==> src/rtl/temp_control_pkg.sv <==
// rtl/temp_control_pkg.sv - shared state encoding and default thresholds for temp_control
package temp_control_pkg;

    typedef enum logic [1:0] {
        IDLE    = 2'd0,
        HEATING = 2'd1,
        COOLING = 2'd2
    } state_e;

    localparam int unsigned DEF_HEAT_ON  = 65;
    localparam int unsigned DEF_HEAT_OFF = 70;
    localparam int unsigned DEF_COOL_OFF = 75;
    localparam int unsigned DEF_COOL_ON  = 80;

    // Hysteresis bands must nest and fit the 8-bit sample range.
    function automatic bit thresholds_ok(input int unsigned heat_on, input int unsigned heat_off,
                                         input int unsigned cool_off, input int unsigned cool_on);
        return (heat_on <= heat_off) && (heat_off <= cool_off) &&
               (cool_off <= cool_on) && (cool_on <= 255);
    endfunction

endpackage

==> src/rtl/temp_control_if.sv <==
// rtl/temp_control_if.sv - temperature sample and threshold flags between FSM and comparator
interface temp_control_if;

    logic [7:0] temp;
    logic       below_heat_on;
    logic       at_or_above_heat_off;
    logic       above_cool_on;
    logic       at_or_below_cool_off;

    modport master (
        output temp,
        input  below_heat_on,
        input  at_or_above_heat_off,
        input  above_cool_on,
        input  at_or_below_cool_off
    );

    modport slave (
        input  temp,
        output below_heat_on,
        output at_or_above_heat_off,
        output above_cool_on,
        output at_or_below_cool_off
    );

endinterface

==> src/rtl/temp_control_cmp.sv <==
// rtl/temp_control_cmp.sv - combinational 8-bit unsigned threshold comparator
module temp_control_cmp
    import temp_control_pkg::*;
#(
    parameter int unsigned HEAT_ON  = DEF_HEAT_ON,
    parameter int unsigned HEAT_OFF = DEF_HEAT_OFF,
    parameter int unsigned COOL_OFF = DEF_COOL_OFF,
    parameter int unsigned COOL_ON  = DEF_COOL_ON
) (
    temp_control_if.slave cmp
);

    localparam logic [7:0] HEAT_ON_C  = 8'(HEAT_ON);
    localparam logic [7:0] HEAT_OFF_C = 8'(HEAT_OFF);
    localparam logic [7:0] COOL_OFF_C = 8'(COOL_OFF);
    localparam logic [7:0] COOL_ON_C  = 8'(COOL_ON);

    // An unknown sample yields unknown flags, which the FSM treats as not-true.
    assign cmp.below_heat_on        = cmp.temp <  HEAT_ON_C;
    assign cmp.at_or_above_heat_off = cmp.temp >= HEAT_OFF_C;
    assign cmp.above_cool_on        = cmp.temp >  COOL_ON_C;
    assign cmp.at_or_below_cool_off = cmp.temp <= COOL_OFF_C;

endmodule

==> src/rtl/temp_control.sv <==
// rtl/temp_control.sv - registered hysteresis thermostat driving exclusive Heat/Cool demands
module temp_control
    import temp_control_pkg::*;
#(
    parameter int unsigned HEAT_ON  = DEF_HEAT_ON,
    parameter int unsigned HEAT_OFF = DEF_HEAT_OFF,
    parameter int unsigned COOL_OFF = DEF_COOL_OFF,
    parameter int unsigned COOL_ON  = DEF_COOL_ON
) (
    output logic       Heat,
    output logic       Cool,
    input  logic       CLK,
    input  logic [7:0] Temp,
    input  logic       Reset
);

    generate
        if (!thresholds_ok(HEAT_ON, HEAT_OFF, COOL_OFF, COOL_ON)) begin : g_bad_thresholds
            $error("temp_control: thresholds must satisfy HEAT_ON <= HEAT_OFF <= COOL_OFF <= COOL_ON <= 255");
        end
    endgenerate

    temp_control_if cmp_bus ();

    assign cmp_bus.temp = Temp;

    temp_control_cmp #(
        .HEAT_ON  (HEAT_ON),
        .HEAT_OFF (HEAT_OFF),
        .COOL_OFF (COOL_OFF),
        .COOL_ON  (COOL_ON)
    ) u_cmp (
        .cmp (cmp_bus)
    );

    state_e state_q, state_d;
    logic   heat_q, heat_d;
    logic   cool_q, cool_d;

    always_ff @(posedge CLK) begin
        if (Reset) begin
            state_q <= IDLE;
            heat_q  <= 1'b0;
            cool_q  <= 1'b0;
        end else begin
            state_q <= state_d;
            heat_q  <= heat_d;
            cool_q  <= cool_d;
        end
    end

    // Plain if/else-if: a flag that is not resolved true leaves the state where it is.
    always_comb begin
        state_d = state_q;
        case (state_q)
            IDLE: begin
                if (cmp_bus.below_heat_on)             state_d = HEATING;
                else if (cmp_bus.above_cool_on)        state_d = COOLING;
            end
            HEATING: begin
                if (cmp_bus.above_cool_on)             state_d = COOLING;
                else if (cmp_bus.at_or_above_heat_off) state_d = IDLE;
            end
            COOLING: begin
                if (cmp_bus.below_heat_on)             state_d = HEATING;
                else if (cmp_bus.at_or_below_cool_off) state_d = IDLE;
            end
            default:                                   state_d = IDLE;
        endcase
    end

    // Outputs are registered alongside the state so they track it with no extra cycle.
    always_comb begin
        heat_d = (state_d == HEATING);
        cool_d = (state_d == COOLING);
    end

    assign Heat = heat_q;
    assign Cool = cool_q;

endmodule

==> config.mk <==
export PLATFORM = sky130hd
export DESIGN_NAME = temp_control
export DESIGN_NICKNAME = d
export VERILOG_FILES = /design/src/rtl/temp_control_pkg.sv /design/src/rtl/temp_control_if.sv /design/src/rtl/temp_control_cmp.sv /design/src/rtl/temp_control.sv
export SDC_FILE = /design/constraint.sdc
export NUM_CORES = 1
export LEC_CHECK = 0
export CORE_AREA = 2 2 39 41
export CTS_BUF_LIST = sky130_fd_sc_hd__clkbuf_8
export DETAILED_ROUTE_END_ITERATION = 8
export DIE_AREA = 0 0 41 43
export GPL_TIMING_DRIVEN = 0
export PLACE_DENSITY_LB_ADDON = 0.1
export SYNTH_ARGS = -nofsm -noshare
export SYNTH_HDL_FRONTEND = slang
export SYNTH_SLANG_ARGS = --single-unit
==> constraint.sdc <==
create_clock -name CLK -period 1.1 [get_ports CLK]
set_input_delay 0.11 -clock CLK [delete_from_list [all_inputs] [get_ports CLK]]
set_output_delay 0.11 -clock CLK [all_outputs]
set_load 0.005 [all_outputs]
# == Word level (Yosys, flattened, before mapping) ==
# Index checks and enable logic that the tools add are counted.
# totals
ff_bits,4
out_inout_bits,2
wordCells,19
# op_classes
magnitude_cmp,4
n_eq_ne,4
n_mux,7
n_reduce_logical,1
# ops
operator,n
$mux W2,6
$ge A8 B7 Y1 const B,1
$gt A8 B7 Y1 const B,1
$le A8 B7 Y1 const B,1
$lt A8 B7 Y1 const B,1
$pmux W2 S3,1
$eq A2 B1 Y1 const B,2
$eq A2 B2 Y1 const B,2
$logic_not A2 Y1,1

# == Longest topological paths before layout ==
# Gate-level depths: netlist of run 1.
# logic_depth
ltp_word,5
ltp_mapped,3

# == Hierarchy ==
# Synthesis of run 1 repeated with hierarchy kept, for this count alone.
# hier_totals
hier_cells,22
area_unflattened_um2,219.0
# by_module_without_submodules
mod,instances,cells_per_inst,area_per_inst_um2,seq_area_each_um2
temp_control,1,13,146.4,80.1
temp_control_cmp,1,9,72.6,0.0

# == Least setup slack after synthesis of run 1 ==
# OpenSTA, ideal clock, no wires.
# synth_timing
path_type,reg-to-reg
from,register state_q[1]
to,"register cool_q, in the netlist Cool"
arrival_ns,0.761
required_ns,0.981
slack_ns,0.220
path_stages_with_launch,4
period_less_slack_ns,0.880
path_cell_list,dfxtp_1 > nor4_1 > a21oi_1 > o221a_1
# synth_between
elab_chain_len,4
word_cells_on_any_way,11
cone_classes,eq/ne: 3; mux: 7; reduce/logical: 1
# synth_rtl
item,line,source
from (decl),temp_control.sv:36,"state_e state_q, state_d;"
from (signal assigned),temp_control.sv:46,state_q <= state_d;
$mux W2 (on tied branches),"temp_control.sv:66, temp_control.sv:58, temp_control.sv:62",
$mux W2 (on tied branches),"temp_control.sv:65, temp_control.sv:57, temp_control.sv:61",
$pmux W2 S3 *,temp_control.sv:55,case (state_q)
$eq A2 B2 Y1 *,temp_control.sv:75,cool_d = (state_d == COOLING);
to (signal assigned),temp_control.sv:48,cool_q <= cool_d;
to (decl),temp_control.sv:38,"logic cool_q, cool_d;"
# Mark *: on every way between the ends. The rest lies on a longest branch, timed or not.
# A chain may end at the register's enable or synchronous reset.

# == Worst setup path in the final report of run 1 ==
# layout_timing
from,input port Temp[4]
to,"register cool_q, in the netlist Cool"
# layout_between
elab_chain_len,5
word_cells_on_any_way,12
cone_classes,order compare: 4; eq/ne: 1; mux: 7
# layout_rtl
item,line,source
from (decl),temp_control.sv:13,"input logic [7:0] Temp,"
$le A8 B7 Y1 (tied with other cells),temp_control_cmp.sv:22,assign cmp.at_or_below_cool_off = cmp.temp <= COOL_OFF_C;
$mux W2 (on tied branches),"temp_control.sv:66, temp_control.sv:58, temp_control.sv:62",
$mux W2 (on tied branches),"temp_control.sv:65, temp_control.sv:57, temp_control.sv:61",
$pmux W2 S3 *,temp_control.sv:55,
$eq A2 B2 Y1 *,temp_control.sv:75,
# Marked as above.

==> results_dict.tcl, run 1 <==
set metrics [dict create \
    reg2reg_slack_ns 0.15 \
    worstPathMaxFanout 3 \
    start_kind "input port" \
    yosysSeqAreaShare 0.395 \
    cts_buffers 3 \
    slew_violations 0 \
    use_met1 0.0927 \
    antenna_found_initial 0 \
    worst_skew_pair.late_latency_ns 0.21 \
    via_per_inst 4.49 \
    synthDistinctLibCells 12 \
    cap_violations 0 \
    diodes 0 \
    clock_path_buffers 2 \
    hold_ws_ns 0.317 \
    tightest_slew_ns 0.238 \
    setup_viol 0 \
    h-tree-depth 1 \
    num-nets-final 47 \
    final_cell_mix "6 x clkdlybuf4s50_1, 4 x dfxtp_1" \
    crit_chain "clkdlybuf4s50_1 -> a211oi_2 -> nor3b_2 -> o221a_1" \
    hold_buffers 0 \
    pwr_density_cell_nw_per_um2 1410 \
    fp-row-count 14 \
    drive_above_1_share 0.171 \
    initial_core_util 0.146 \
    r2r_cells 3 \
    fin_skew_ns 0.00194 \
    holdPathStages 2 \
    drc 0 \
    grtUsageMet2 0.113 \
    wire_per_inst_um 10.5 \
    die-area_um2 1760 \
    grt_max_degree 6 \
    use_met3 0.0314 \
    cp_slowest_stage_delay_ns 0.45 \
    worstHoldStart "Temp[7]" \
    grt-busiest-layer "met2" \
    ys_warn_count 0 \
    path_buf_inv 1 \
    postSynthAreaPerCell_um2 9.65 \
    syn2layout_area_growth_pct 90.1 \
    die_h_um 43 \
    netlist_area_um2 203 \
    slew_headroom 0.840 \
    place_congestion 0.737 \
    critPathTopFamily "compound AO/OA/AOI/OAI gates" \
    worst_r2r_endpoint "Cool" \
    fmax_mhz 976 \
    ys_seq_elements 4 \
    slowest_stage "clkdlybuf4s50_1" \
    cp_data_arrival_time_ns 1.13 \
    p_leak_nw 0.166 \
    ir_drop_v 0.000282 \
    crit_type "input port to register" \
    cts_tree "done" \
    hold_violations 0 \
    syn_inst 21 \
    track_usage 0.0772 \
    clkSinkCount 4 \
    cts_setup_buffers 0 \
    drt_iter0_drc 0 \
    status "complete, no violations" \
    hp-class "input port to register" \
    routed_wl_um 534 \
    ant_nets 0 \
    worst_setup_path_end_kind "register" \
    timing.rr.start "state_q[1]" \
    required_ns 1.20 \
    fillers 156 \
    grt_pass1_wl_um 917 \
    place_hpwl_um 428 \
    grt_pass1_vias 242 \
    final_common_cell "clkdlybuf4s50_1" \
    dr_total_vias 229 \
    portBuffers 11 \
    grt-ovfl-total 0 \
    clk_pin_slew_worst_paths_ns 0.03 \
    design_area_um2 385 \
    cts-root-buf "clkbuf_8" \
    fin_crit_sh 0.932 \
    placed_area_um2 333 \
    syn-num-nets 31 \
    ios 12 \
    core_area_um2 1380 \
    grt_setup_unrepaired "false" \
    min_to "state_q[1]" \
    die_width_um 41 \
    final.min_clock_period_ns 1.02 \
    drt-pass1-iter-count 1 \
]
-- stage by stage --
| stage | cells | utilization | TNS [ns] | worst slack (ns) | power, W |
|---|---|---|---|---|---|
| after global routing | 51 | 0.278 | 0 | 0.0106 | 0.000569 |
| after detailed placement | 48 | 0.241 | -0.633 | -0.206 | 0.000245 |
| final | 51 | 0.278 | 0 | 0.0752 | 0.000543 |
| after floorplan | 21 | - | 0 | 0.220 | 0.000188 |
| after CTS | 51 | 0.269 | 0 | 0.0203 | 0.000552 |
| after global placement | 48 | 0.241 | -0.562 | -0.200 | 0.000244 |
-- registers in the layout, indices dropped and copies added (netlist names) --
signal,cells
Cool,1
state_q,2
Heat,1
-- worst max path at each step --
stage / startpoint / slack, ns / end / depth (start not counted)
floorplan: state_q[1] / 0.22 / Cool / 3
global placement: Temp[2] / -0.20 / Cool / 4
detailed placement: Temp[2] / -0.21 / state_q[1] / 4
CTS: Temp[2] / 0.02 / state_q[1] / 4
global route: Temp[4] / 0.01 / Cool / 4
finish: Temp[4] / 0.08 / Cool / 4
-- Yosys cell counts --
| cell | count | area share |
|---|---|---|
| a211o_1 | 1 | 0.043 |
| a211oi_2 | 1 | 0.062 |
| a21boi_0 | 1 | 0.037 |
| a21oi_1 | 3 | 0.074 |
| dfxtp_1 | 4 | 0.40 |
| inv_1 | 1 | 0.019 |
| nor3_1 | 3 | 0.074 |
| nor3b_2 | 1 | 0.062 |
| nor4_1 | 1 | 0.031 |
| o21ai_0 | 2 | 0.049 |
| o221a_1 | 2 | 0.11 |
| o31a_1 | 1 | 0.043 |
-- metal layers --
metal | wire (µm) | up-vias
met5 | 0 | -
met4 | 0 | 0
li1 | - | 115
met3 | 50 | 0
met2 | 255 | 10
met1 | 229 | 104
-- logic make-up (layout without fill, tap and decap cells) --
kind of cell | count (synthesis) | after routing | synth area share
compound gates | 11 | 11 | 0.420
buf+inv | 1 | 15 | 0.0185
flops | 4 | 4 | 0.395
simple gates | 5 | 5 | 0.167
-- where the power goes --
group	switching [W]	internal (W)	total (W)
Combinational	0.0000299	0.0000484	0.0000783
Clock	0.0000699	0.000233	0.000303
Sequential	0.00000650	0.000156	0.000162
-- repair_timing --
item / 4_1_cts / 5_1_grt
endpoints found under the setup margin: 2 / 3
pin swaps: 0 / 1
resized for setup: 2 / 4
-- layout make-up --
| cell class | instances | area [µm²] | area share |
|---|---|---|---|
| inverter | 1 | 3.75 | 0.00974 |
| clock buffer | 3 | 41.3 | 0.107 |
| timing repair buffer | 11 | 115 | 0.299 |
| tap | 16 | 20.0 | 0.0519 |
| multi-input combinational | 16 | 125 | 0.325 |
| sequential | 4 | 80.1 | 0.208 |
Power figures use the tool's default switching activity.
==> inputs of run 2 (changes only) <==
--- a/config.mk
+++ b/config.mk
@@ -6,7 +6,6 @@
 export NUM_CORES = 1
 export LEC_CHECK = 0
 export CORE_AREA = 2 2 39 41
-export CTS_BUF_LIST = sky130_fd_sc_hd__clkbuf_8
 export DETAILED_ROUTE_END_ITERATION = 8
 export DIE_AREA = 0 0 41 43
 export GPL_TIMING_DRIVEN = 0
==> run 2 against run 1 <==
  * Worst hold slack worse by 0.018 ns
  * Critical path type unchanged
  * Routed wire length down 3.2%
  * Final area down 6.2%
  * Maximum frequency up 0.62%
==> results_dict.tcl, run 2 (synthesized netlist as in run 1, its figures left out) <==
set metrics [dict create \
    status "complete, no violations" \
    wl_met2_um 248 \
    drt-met1-wl_um 211 \
    syn2layout_area_growth_pct 78.4 \
    slowest_stage "clkdlybuf4s50_1" \
    required_ns 1.22 \
    start_kind "input port" \
    worstPathMaxFanout 3 \
    finalSetupTns_ns 0 \
    r2r_cells 3 \
    crit_chain "clkdlybuf4s50_1 -> a211oi_2 -> nor3b_2 -> o221a_1" \
    regMostFlops "state_q" \
    pwr_density_cell_nw_per_um2 1160 \
    drive_above_1_share 0.171 \
    via_per_inst 4.51 \
    place_hpwl_um 428 \
    wire_per_inst_um 10.1 \
    cts_buffers 3 \
    multi_input_area_um2 125 \
    fin_skew_ns 0.00264 \
    seq_area_um2 80.1 \
    place_congestion 0.737 \
    cp_data_arrival_time_ns 1.14 \
    initial_core_util 0.146 \
    clkSinkCount 4 \
    cts_tree "done" \
    setup_viol 0 \
    grt_pass1_wl_um 917 \
    worst_skew_pair.late_latency_ns 0.23 \
    tightest_slew_ns 0.233 \
    design_area_um2 362 \
    drc 0 \
    grt_pass1_vias 248 \
    grt_setup_unrepaired "false" \
    fmax_mhz 982 \
    clk_pin_slew_worst_paths_ns 0.04 \
    drt-pass1-iter-count 2 \
    slew_violations 0 \
    fp-row-count 14 \
    p_leak_nw 0.140 \
    dr_total_vias 230 \
    wl_met3_um 58 \
    slew_headroom 0.843 \
    timing.rr.start "state_q[1]" \
    ir_drop_v 0.000233 \
    worst_r2r_endpoint "Cool" \
    crit_type "input port to register" \
    worst_setup_path_end_kind "register" \
    die_h_um 43 \
    portBuffers 11 \
    grt_max_degree 6 \
    cts_setup_buffers 0 \
    cts-root-buf "clkbuf_4" \
    final_common_cell "clkdlybuf4s50_1" \
    track_usage 0.0772 \
    path_buf_inv 1 \
    critPathTopFamily "compound AO/OA/AOI/OAI gates" \
    highest_layer "met3" \
    cp_slowest_stage_delay_ns 0.45 \
    die-area_um2 1760 \
    num-nets-final 47 \
    ios 12 \
    hold_violations 0 \
    reg2reg_slack_ns 0.15 \
    largest_reg_flops 2 \
    antenna_found_initial 0 \
    die_width_um 41 \
    min_to "state_q[1]" \
    ant_nets 0 \
    final_cell_mix "8 x clkdlybuf4s50_1, 4 x dfxtp_1, 3 x nor3_1, 3 x a21oi_1, 3 x clkbuf_4" \
    clock_path_buffers 2 \
    grt-ovfl-total 0 \
    hp-class "input port to register" \
    diodes 0 \
    fin_crit_sh 0.926 \
    worstHoldStart "Temp[7]" \
    cap_violations 0 \
    routed_wl_um 517 \
    final.min_clock_period_ns 1.02 \
    drt_iter0_drc 1 \
    placed_area_um2 333 \
    h-tree-depth 1 \
    hold_ws_ns 0.299 \
    power_w 0.000418 \
    core_area_um2 1380 \
    holdPathStages 2 \
    fillers 156 \
]
run 2: changes by cell type in the layout (fill, tap and decap cells not counted), sizes merged:
cell,change
clkdlybuf4s50,+2
dlymetal6s2s,-2
run 2: layout make-up:
| type | instances | share of cell area |
|---|---|---|
| Clock buffer | 3 | 0.0623 |
| Inverter | 1 | 0.0104 |
| Multi-Input combinational cell | 16 | 0.346 |
| Sequential cell | 4 | 0.221 |
| Tap cell | 16 | 0.0554 |
| Timing Repair Buffer | 11 | 0.304 |
run 2: routing by layer:
metal | vias to the layer above | track usage
li1 | 115 | -
met1 | 105 | 0.0927
met2 | 10 | 0.113
met3 | 0 | 0.0314
met4 | 0 | 0.0400
met5 | - | 0
run 2: worst max path at each step:
stage	startpoint	end	slack, ns	cells past startpoint
3_5_place_dp	Temp[2]	state_q[1]	-0.21	4
2_1_floorplan	state_q[1]	Cool	0.22	3
4_1_cts	Temp[2]	state_q[1]	0.04	4
5_1_grt	Temp[2]	Cool	0.01	4
3_3_place_gp	Temp[2]	Cool	-0.20	4
6_report	Temp[3]	Cool	0.08	4
run 2: metrics by stage:
| step | instances | setup slack, ns | util |
|---|---|---|---|
| 2_1_floorplan | 21 | 0.220 | - |
| 3_3_place_gp | 48 | -0.200 | 0.241 |
| 3_5_place_dp | 48 | -0.206 | 0.241 |
| 4_1_cts | 51 | 0.0435 | 0.255 |
| 5_1_grt | 51 | 0.00989 | 0.261 |
| 6_report | 51 | 0.0816 | 0.261 |
run 2: repair_timing:
item	4_1_cts	5_1_grt
cloned	0	0
hold buffers	0	0
setup endpoints to repair	2	2
gates resized for setup	2	2
pin swaps	0	1
run 2: power breakdown:
| part | leakage, nW | switching, W | internal, W | total [W] |
|---|---|---|---|---|
| Combinational | 0.0929 | 0.0000297 | 0.0000494 | 0.0000791 |
| Sequential | 0.0332 | 0.00000645 | 0.000155 | 0.000162 |
| Clock | 0.0138 | 0.0000553 | 0.000122 | 0.000177 |
